[config.mk]
export PLATFORM = sky130hd
export DESIGN_NAME = spi_slave_flat
export DESIGN_NICKNAME = d
export VERILOG_FILES = /design/src/rtl/spi_slave_if.sv /design/src/rtl/spi_slave.sv /design/src/flat_wrapper.sv
export SDC_FILE = /design/constraint.sdc
export NUM_CORES = 1
export LEC_CHECK = 0
export ABC_AREA = 1
export BUFFER_PORTS_ARGS = -buffer_cell sky130_fd_sc_hd__buf_2
export CORE_UTILIZATION = 48
export CTS_CLUSTER_DIAMETER = 80
export CTS_CLUSTER_SIZE = 40
export DETAILED_ROUTE_END_ITERATION = 8
export GPL_ROUTABILITY_DRIVEN = 0
export PLACE_DENSITY_LB_ADDON = 0.08
export SLEW_MARGIN = 40
export SYNTH_ARGS = -nofsm -noshare
export SYNTH_HDL_FRONTEND = slang
export SYNTH_SLANG_ARGS = --single-unit
[constraint.sdc]
create_clock -name clk -period 1.7 [get_ports clk]
set_clock_uncertainty 0.15 [all_clocks]
set_input_delay 0.34 -clock clk [delete_from_list [all_inputs] [get_ports clk]]
set_output_delay 0.34 -clock clk [all_outputs]
set_load 0.01 [all_outputs]
[src/rtl/spi_slave_if.sv]
// SPI pins plus the byte-wide transmit/receive handshakes of the SPI slave.
`timescale 1ns/1ps
interface spi_slave_if;
    logic       sclk;
    logic       cs_n;
    logic       mosi;
    logic       miso;
    logic [7:0] tx_data;
    logic       tx_valid;
    logic       tx_ready;
    logic [7:0] rx_data;
    logic       rx_valid;
    logic       rx_ready;
    logic       rx_overrun;
    logic       tx_underrun;

    modport slave (
        input  sclk, cs_n, mosi, tx_data, tx_valid, rx_ready,
        output miso, tx_ready, rx_data, rx_valid, rx_overrun, tx_underrun
    );

    modport master (
        output sclk, cs_n, mosi, tx_data, tx_valid, rx_ready,
        input  miso, tx_ready, rx_data, rx_valid, rx_overrun, tx_underrun
    );
endinterface

[src/rtl/spi_slave.sv]
// SPI mode-0 slave, MSB first, 8-bit frames, oversampled by clk (sclk <= clk/8).
// One-byte transmit buffer; DUMMY is shifted out whenever that buffer is empty.
`timescale 1ns/1ps
module spi_slave #(
    parameter logic [7:0] DUMMY = 8'hFF
) (
    input  logic       clk,
    input  logic       reset,
    spi_slave_if.slave bus
);
    typedef enum logic {IDLE, ACTIVE} state_t;

    state_t     state;
    logic [2:0] sclk_sync;
    logic [2:0] cs_sync;
    logic [1:0] mosi_sync;
    logic [2:0] bit_cnt;
    logic [7:0] rx_shift;
    logic [7:0] tx_shift;
    logic [7:0] tx_buf;
    logic       buf_full;
    logic       rose_seen;
    logic       miso_reg;
    logic [7:0] rx_data_reg;
    logic       rx_valid_reg;
    logic       rx_overrun_reg;
    logic       tx_underrun_reg;

    logic       sclk_rise;
    logic       sclk_fall;
    logic       cs_fall;
    logic       cs_rise;
    logic [7:0] rx_byte;
    logic [7:0] load_val;
    logic       do_load;
    logic       accept;

    assign sclk_rise = sclk_sync[1] & ~sclk_sync[2];
    assign sclk_fall = ~sclk_sync[1] & sclk_sync[2];
    assign cs_fall   = ~cs_sync[1] & cs_sync[2];
    assign cs_rise   = cs_sync[1] & ~cs_sync[2];
    assign rx_byte   = {rx_shift[6:0], mosi_sync[1]};
    assign load_val  = buf_full ? tx_buf : DUMMY;
    assign accept    = bus.tx_valid & ~buf_full;

    // Byte-boundary reload needs a rise in this frame so the first fall after cs_n drops never reloads.
    assign do_load = ((state == IDLE) && cs_fall) ||
                     ((state == ACTIVE) && !cs_rise && sclk_fall && (bit_cnt == 3'd0) && rose_seen);

    always_ff @(posedge clk) begin
        if (reset) begin
            state           <= IDLE;
            // cs_n synchronizer clears low so a master already holding cs_n low cannot restart a frame.
            sclk_sync       <= 3'b000;
            cs_sync         <= 3'b000;
            mosi_sync       <= 2'b00;
            bit_cnt         <= 3'd0;
            rx_shift        <= 8'h00;
            tx_shift        <= 8'h00;
            tx_buf          <= 8'h00;
            buf_full        <= 1'b0;
            rose_seen       <= 1'b0;
            miso_reg        <= 1'b0;
            rx_data_reg     <= 8'h00;
            rx_valid_reg    <= 1'b0;
            rx_overrun_reg  <= 1'b0;
            tx_underrun_reg <= 1'b0;
        end else begin
            sclk_sync       <= {sclk_sync[1:0], bus.sclk};
            cs_sync         <= {cs_sync[1:0], bus.cs_n};
            mosi_sync       <= {mosi_sync[0], bus.mosi};
            rx_overrun_reg  <= 1'b0;
            tx_underrun_reg <= 1'b0;

            if (rx_valid_reg && bus.rx_ready)
                rx_valid_reg <= 1'b0;

            if (accept) begin
                tx_buf   <= bus.tx_data;
                buf_full <= 1'b1;
            end

            if (do_load) begin
                tx_shift <= load_val;
                miso_reg <= load_val[7];
                if (buf_full)
                    buf_full <= 1'b0;
                else
                    tx_underrun_reg <= 1'b1;
            end

            case (state)
                IDLE: begin
                    if (cs_fall) begin
                        state     <= ACTIVE;
                        bit_cnt   <= 3'd0;
                        rx_shift  <= 8'h00;
                        rose_seen <= 1'b0;
                    end
                end
                ACTIVE: begin
                    if (cs_rise) begin
                        state     <= IDLE;
                        bit_cnt   <= 3'd0;
                        rx_shift  <= 8'h00;
                        rose_seen <= 1'b0;
                        miso_reg  <= 1'b0;
                    end else begin
                        if (sclk_rise) begin
                            rx_shift  <= rx_byte;
                            bit_cnt   <= bit_cnt + 3'd1;
                            rose_seen <= 1'b1;
                            if (bit_cnt == 3'd7) begin
                                if (!rx_valid_reg || bus.rx_ready) begin
                                    rx_data_reg  <= rx_byte;
                                    rx_valid_reg <= 1'b1;
                                end else begin
                                    rx_overrun_reg <= 1'b1;
                                end
                            end
                        end
                        if (sclk_fall && (bit_cnt != 3'd0)) begin
                            tx_shift <= {tx_shift[6:0], 1'b0};
                            miso_reg <= tx_shift[6];
                        end
                    end
                end
                default: state <= IDLE;
            endcase
        end
    end

    assign bus.miso        = miso_reg;
    assign bus.tx_ready    = ~buf_full;
    assign bus.rx_data     = rx_data_reg;
    assign bus.rx_valid    = rx_valid_reg;
    assign bus.rx_overrun  = rx_overrun_reg;
    assign bus.tx_underrun = tx_underrun_reg;
endmodule

[src/flat_wrapper.sv]
// flat-port wrapper written by rule: the top's interface ports become plain ports
module spi_slave_flat 
#(
    parameter logic [7:0] DUMMY = 8'hFF
)
  (clk, reset, bus_sclk, bus_cs_n, bus_mosi, bus_tx_data, bus_tx_valid, bus_rx_ready, bus_miso, bus_tx_ready, bus_rx_data, bus_rx_valid, bus_rx_overrun, bus_tx_underrun);
  spi_slave_if bus_i ();
  input  logic clk;
  input  logic reset;
  input wire logic [$bits(bus_i.sclk)-1:0] bus_sclk;
  input wire logic [$bits(bus_i.cs_n)-1:0] bus_cs_n;
  input wire logic [$bits(bus_i.mosi)-1:0] bus_mosi;
  input wire logic [$bits(bus_i.tx_data)-1:0] bus_tx_data;
  input wire logic [$bits(bus_i.tx_valid)-1:0] bus_tx_valid;
  input wire logic [$bits(bus_i.rx_ready)-1:0] bus_rx_ready;
  output wire logic [$bits(bus_i.miso)-1:0] bus_miso;
  output wire logic [$bits(bus_i.tx_ready)-1:0] bus_tx_ready;
  output wire logic [$bits(bus_i.rx_data)-1:0] bus_rx_data;
  output wire logic [$bits(bus_i.rx_valid)-1:0] bus_rx_valid;
  output wire logic [$bits(bus_i.rx_overrun)-1:0] bus_rx_overrun;
  output wire logic [$bits(bus_i.tx_underrun)-1:0] bus_tx_underrun;
  assign bus_i.sclk = bus_sclk;
  assign bus_i.cs_n = bus_cs_n;
  assign bus_i.mosi = bus_mosi;
  assign bus_i.tx_data = bus_tx_data;
  assign bus_i.tx_valid = bus_tx_valid;
  assign bus_i.rx_ready = bus_rx_ready;
  assign bus_miso = bus_i.miso;
  assign bus_tx_ready = bus_i.tx_ready;
  assign bus_rx_data = bus_i.rx_data;
  assign bus_rx_valid = bus_i.rx_valid;
  assign bus_rx_overrun = bus_i.rx_overrun;
  assign bus_tx_underrun = bus_i.tx_underrun;
  spi_slave #(.DUMMY(DUMMY)) u_core (.clk(clk), .reset(reset), .bus(bus_i));
endmodule
==> results.cfg, run 1 <==
[outcome]
outcome = finished, final reports clean

[logic_synthesis]
synth_top_area_share_pct = 49.93
yosysSeqAreaShare_pct = 49.93
synth_warnings = 0
ys_top_cells_by_area = dfxtp_1 50%, nor2_1 13%, nand2_1 6.4%, o21ai_0 5.7%, a21oi_1 5.5%
synth_area_leader_cell = dfxtp_1
synth_fp_nets = 272
syn_area_sq_um = 1924
syn_inst = 254
synth_cell_types = 24
ys_ff_latch = 48
syn_area_per_cell_sq_um = 7.576

[grt]
antenna_found_initial = 0
grt_pass1_vias = 1340
grt_max_degree = 26
overflow = 0
grt_use_total_pct = 19.21
grt_pass1_wl_um = 6210

[sta]
worstMarginPinSlew_ns = 0.3053
fmax_mhz = 646.8
tns_ns = 0
rsz0062_at_grt = no
fin_crit_ns = 1.546
slew_violations = 0
finalCritPeriodShare_pct = 90.95
maxSlewHeadroom_pct = 79.60
setup_viol_count_final = 0
final-hold-violation-count = 0

[die]
start_util_pct = 51.40
die_x_um = 65.32
num_io_pins = 28
rows = 22
coreArea_sq_um = 3744
die-area_sq_um = 4266
die_y_um = 65.32

[final_layout]
ff_latch_area_sq_um = 960.9
multiInputGateArea_sq_um = 810.8
fillCellCount = 391
drive_gt1_share_pct = 19.43
final_net_count = 301
area_delta_synth_final_pct = 13.26
antenna_cells = 0
instances_no_fill = 331

[power_and_ir_drop]
clockPowerShare_pct = 32.3
power.density_nw_per_um2 = 891.0
irDropWorstVdd_mv = 0.4990
combPwrFrac_pct = 7.2
pwr-share-seq_pct = 60.5
swShare_pct = 23.24
internal_power_mw = 1.491
p_sw_uw = 451.4
p_leak_nw = 1.006

[placement]
dp_hpwl_um = 2394
io_buffers = 27
dp.cells = 324

[hold_path]
hp-class = input port to flop
hp-start = bus_mosi
hold_path_depth = 3
hold_end = u_core.mosi_sync[0]$_SDFF_PP0_

[detailed_routing]
routed_wl_um = 3489
wl_per_cell_um = 10.54
drc_errors = 0
via_per_inst = 4.728
antenna_left = 0
routed-via-count = 1565
dr.pass1.iters = 4
dr.first_iter.drc_count = 105

[setup_path]
reg2reg_from = u_core.bit_cnt[0]$_SDFFE_PP0P_
r2r.worst_path.cells = 8
crit_arrival_ns = 1.58
startpoint_type = flop
critPathMostFrequentCell = nand2_1
cpPeakStageDelay_ns = 0.36
crit_path_end_kind = flop
cp_max_fo = 12
crit_family = simple AND/OR/NAND/NOR gates
crit_chain = inv_1 -> ha_1 -> nand2_1 -> nand2_1 -> nor2_2 -> inv_2 -> o21ai_0 -> nor2_1
critical_path_class = flop to flop
slowest_stage = dfxtp_1
critPathRequiredTime_ns = 1.74
ff2ff_setup_slack_ns = 0.15
path_buf_inv = 2
r2r-end = u_core.tx_shift[6]$_SDFF_PP0_

[job]
drv_cap = 0

[cts]
tritoncts = done
cts_hold_buf = 0
htreeDepth = 2
cts_sinks = 48
numCtsBuffers = 5
path_clk_slew_ns = 0.08
cts_max_path_buffers = 2
insertion_delay_ns = 0.29
postCtsSetupBuffers = 0
clockRootBuffer = clkbuf_8
## power by group through the flow
stage               Clock (mW)  Sequential (mW)  Combinational, mW
global placement             0             1.20              0.139
global route             0.706             1.18              0.163
floorplan                    0             1.20             0.0985
finish                   0.627             1.17              0.140
CTS                      0.648             1.17              0.142
detailed placement           0             1.20              0.141
## cells by family after synthesis
kind of cell               share of synthesized area (%)
and+or+nand+nor                                    27.63
DFF                                                49.93
AOI/OAI and AO/OA                                  12.29
buffers and inverters                              8.192
adders and majority gates                          1.951
## routing by layer
metal | track usage (%) | wire, um | vias up | part of all wire (%)
met5 | 0 | 0 | - | 0
met4 | 6.522 | 49 | 0 | 1.4
met3 | 5.903 | 156 | 5 | 4.5
met2 | 25.90 | 1332 | 31 | 38
met1 | 28.48 | 1950 | 675 | 56
li1 | - | - | 854 | -
## what timing repair did
| action | CTS | global route |
|---|---|---|
| hold endpoints to repair | 0 | 0 |
| setup endpoints to repair | 0 | 4 |
| gates resized for setup | 0 | 2 |
## area by class of cell
type	count	area share [%]
Tap cell	48	2.755
Timing Repair Buffer	33	8.266
Multi-Input combinational cell	171	37.20
Clock buffer	6	3.330
Sequential cell	48	44.09
Inverter	24	4.133
Clock inverter	1	0.2296
## placed cells by master, fill, tap and decap left out
master,instances
a21oi_1,21
buf_2,27
buf_4,6
clkbuf_1,1
clkbuf_8,5
clkinv_2,1
dfxtp_1,48
ha_1,3
inv_1,19
inv_2,5
nand2_1,33
nand2_2,1
nand2_4,3
nand3_1,9
nand3_2,1
nand3b_1,1
nor2_1,65
nor2_2,3
nor2_4,1
nor2_8,1
nor3_1,2
o21ai_0,21
o21ai_1,4
o22ai_1,1
or2_2,1
## worst register-to-register path, delay by kind of cell (launching register included)
kind                       cells  cell delay [ns]
AOI/OAI and AO/OA              1             0.18
adders and majority gates      1             0.19
DFF                            1             0.36
buffers and inverters          2             0.20
and+or+nand+nor                4             0.38
## worst max-delay path by stage
stage                                        start                             to  slack [ns]  cells past startpoint
finish              u_core.bit_cnt[0]$_SDFFE_PP0P_  u_core.tx_shift[6]$_SDFF_PP0_        0.15                      8
global route        u_core.bit_cnt[0]$_SDFFE_PP0P_  u_core.tx_shift[6]$_SDFF_PP0_     0.00005                      8
CTS                 u_core.bit_cnt[0]$_SDFFE_PP0P_     u_core.buf_full$_SDFF_PP0_        0.13                      9
detailed placement  u_core.bit_cnt[0]$_SDFFE_PP0P_     u_core.buf_full$_SDFF_PP0_        0.16                      9
global placement    u_core.bit_cnt[0]$_SDFFE_PP0P_     u_core.buf_full$_SDFF_PP0_        0.20                      9
floorplan           u_core.bit_cnt[0]$_SDFFE_PP0P_  u_core.tx_shift[3]$_SDFF_PP0_        0.25                      9
## synthesized netlist by cell type
master	instances
nor2_4	1
nor2_1	65
inv_1	19
nor2_8	1
nand3_2	1
nand3b_1	1
clkbuf_1	4
nor2_2	3
o21ai_1	3
a21oi_1	21
or2_2	1
nand3_1	9
buf_6	2
nand2_2	2
buf_4	2
o21ai_0	22
o22ai_1	1
ha_1	3
nand2_1	33
nor3_1	2
nand2_4	2
buf_2	3
inv_2	5
dfxtp_1	48
## per-stage QoR
| stage | total power, mW | cell area (sq um) | hold WS [ns] | utilization (%) | worst slack (ns) |
|---|---|---|---|---|---|
| 2_1_floorplan | 1.296 | 1924 | 0.2383 | - | 0.2539 |
| 3_3_place_gp | 1.340 | 2097 | 0.2436 | 56.02 | 0.1993 |
| 3_5_place_dp | 1.341 | 2097 | 0.2454 | 56.02 | 0.1570 |
| 4_1_cts | 1.964 | 2175 | 0.08791 | 58.09 | 0.1302 |
| 5_1_grt | 2.049 | 2180 | 0.07752 | 58.22 | 0.00004807 |
| 6_report | 1.942 | 2180 | 0.08761 | 58.22 | 0.1539 |
Power figures use the tool's default switching activity.
==> inputs of run 2 (changes only) <==
CTS_BUF_LIST = sky130_fd_sc_hd__clkbuf_4 sky130_fd_sc_hd__clkbuf_8 sky130_fd_sc_hd__clkbuf_16   (was unset)
==> run 2 against run 1 <==
Against the previous run:
- combinational power about the same
- flip-flop and latch count unchanged
- worst hold slack worse by 0.0016 ns
- register-to-register slack about the same
- count of clock-buffer cells in the layout unchanged
- routed wire length down 0.23%
- sequential share of layout area down 0.076 points
- core utilization up 0.10 points
- first-iteration DRC count down 17%
- final cell count unchanged
- design area up 0.17%
- power up 0.87%
==> results.cfg, run 2 (synthesis gave the netlist of run 1 again) <==
[outcome]
outcome = finished, final reports clean

[cts]
cts_resized = 0
numCtsBuffers = 5
cts_max_path_buffers = 2
postCtsSetupBuffers = 0
path_clk_slew_ns = 0.08
cts_hold_buf = 0
htreeDepth = 2
insertion_delay_ns = 0.30
cts_sinks = 48
clockRootBuffer = clkbuf_8
tritoncts = done

[final_layout]
layout_commonest_cell = nor2_1
area_delta_synth_final_pct = 13.46
fillCellCount = 390
antenna_cells = 0
drive_gt1_share_pct = 19.79
instances_no_fill = 331
final_net_count = 301
final_cell_mix = 65 x nor2_1, 48 x dfxtp_1, 33 x nand2_1, 27 x buf_2

[power_and_ir_drop]
pwr-share-seq_pct = 60.0
combPwrFrac_pct = 7.2
swShare_pct = 23.09
p_sw_uw = 452.3
p_leak_nw = 1.009
power.density_nw_per_um2 = 897.2
total_power_mw = 1.959
internal_power_mw = 1.507
irDropWorstVdd_mv = 0.4853
clockPowerShare_pct = 32.9

[die]
die-area_sq_um = 4266
coreArea_sq_um = 3744
die_y_um = 65.32
num_io_pins = 28
start_util_pct = 51.40
rows = 22
die_x_um = 65.32

[setup_path]
startpoint_type = flop
crit_path_end_kind = flop
critPathRequiredTime_ns = 1.74
ff2ff_setup_slack_ns = 0.17
crit_arrival_ns = 1.57
crit_chain = inv_1 -> ha_1 -> nand2_1 -> nand2_1 -> nor2_2 -> inv_2 -> o21ai_0 -> nor2_1
endpoint = u_core.tx_shift[6]$_SDFF_PP0_
critPathMostFrequentCell = nand2_1
critical_path_class = flop to flop
cp_max_fo = 12
reg2reg_from = u_core.bit_cnt[0]$_SDFFE_PP0P_
setup.worst_path.start = u_core.bit_cnt[0]$_SDFFE_PP0P_
cpPeakStageDelay_ns = 0.36
slowest_stage = dfxtp_1
r2r-end = u_core.tx_shift[6]$_SDFF_PP0_
r2r.worst_path.cells = 8

[grt]
grt_pass1_vias = 1340
grt_pass1_wl_um = 6203
grt_use_total_pct = 19.10
antenna_found_initial = 0
grt_max_degree = 26
overflow = 0

[job]
drv_cap = 0

[detailed_routing]
routed_wl_um = 3481
drc_errors = 0
antenna_left = 0
via_per_inst = 4.734
wl_per_cell_um = 10.52
dr.pass1.iters = 4
dr.first_iter.drc_count = 87
routed-via-count = 1567

[sta]
fin_crit_ns = 1.535
fmax_mhz = 651.7
setup_viol_count_final = 0
maxSlewHeadroom_pct = 79.60
tns_ns = 0
rsz0062_at_grt = no
worstMarginPinSlew_ns = 0.3052
final-hold-violation-count = 0
fin_ws_ns = 0.1655
slew_violations = 0
finalCritPeriodShare_pct = 90.27

[hold_path]
hold_path_depth = 3
hp-class = input port to flop
hp-start = bus_mosi

[placement]
dp_hpwl_um = 2394
post-place-ws_ns = 0.1570
io_buffers = 27
dp.cells = 324
run 2: worst min path at each step:
stage                                           to  slack (ns)
detailed placement  u_core.mosi_sync[1]$_SDFF_PP0_        0.25
global placement    u_core.mosi_sync[1]$_SDFF_PP0_        0.24
global route        u_core.sclk_sync[0]$_SDFF_PP0_        0.08
finish              u_core.mosi_sync[0]$_SDFF_PP0_        0.09
floorplan             u_core.cs_sync[1]$_SDFF_PP0_        0.24
CTS                 u_core.mosi_sync[0]$_SDFF_PP0_        0.09
run 2: power by group through the flow:
stage	Sequential [mW]	Clock [mW]	Combinational, mW
2_1_floorplan	1.20	0	0.0985
3_3_place_gp	1.20	0	0.139
3_5_place_dp	1.20	0	0.141
4_1_cts	1.17	0.664	0.142
5_1_grt	1.18	0.719	0.163
6_report	1.17	0.644	0.140
run 2: through the flow:
stage / utilization (%) / hold WS (ns) / area (sq um)
after floorplan: - / 0.2383 / 1924
after global placement: 56.02 / 0.2436 / 2097
after detailed placement: 56.02 / 0.2454 / 2097
after CTS: 58.19 / 0.08760 / 2178
after global routing: 58.32 / 0.08015 / 2183
final: 58.32 / 0.08597 / 2183
run 2: cell type report:
type	instances	area (sq um)	share of cell area [%]
Clock inverter	1	5.005	0.2292
Multi-Input combinational cell	171	810.8	37.13
Inverter	24	90.09	4.126
Timing Repair Buffer	33	180.2	8.252
Sequential cell	48	960.9	44.01
Clock buffer	6	76.32	3.496
Tap cell	48	60.06	2.751
run 2: worst max-delay path: cells and delay by family (launching register included):
kind	cells	cell delay [ns]
and+or+nand+nor	4	0.38
DFF	1	0.36
buffers and inverters	2	0.19
adders and majority gates	1	0.19
AOI/OAI and AO/OA	1	0.17
run 2: per-layer routing:
layer  global-route usage (%)  share of wire, %  wire length, um  up-vias
met5                        0                 0                0        -
met4                    6.522               1.6               55        0
met3                    5.382               4.7              164        5
met2                    25.90                38             1331       29
met1                    28.48                55             1930      682
li1                         -                 -                -      851
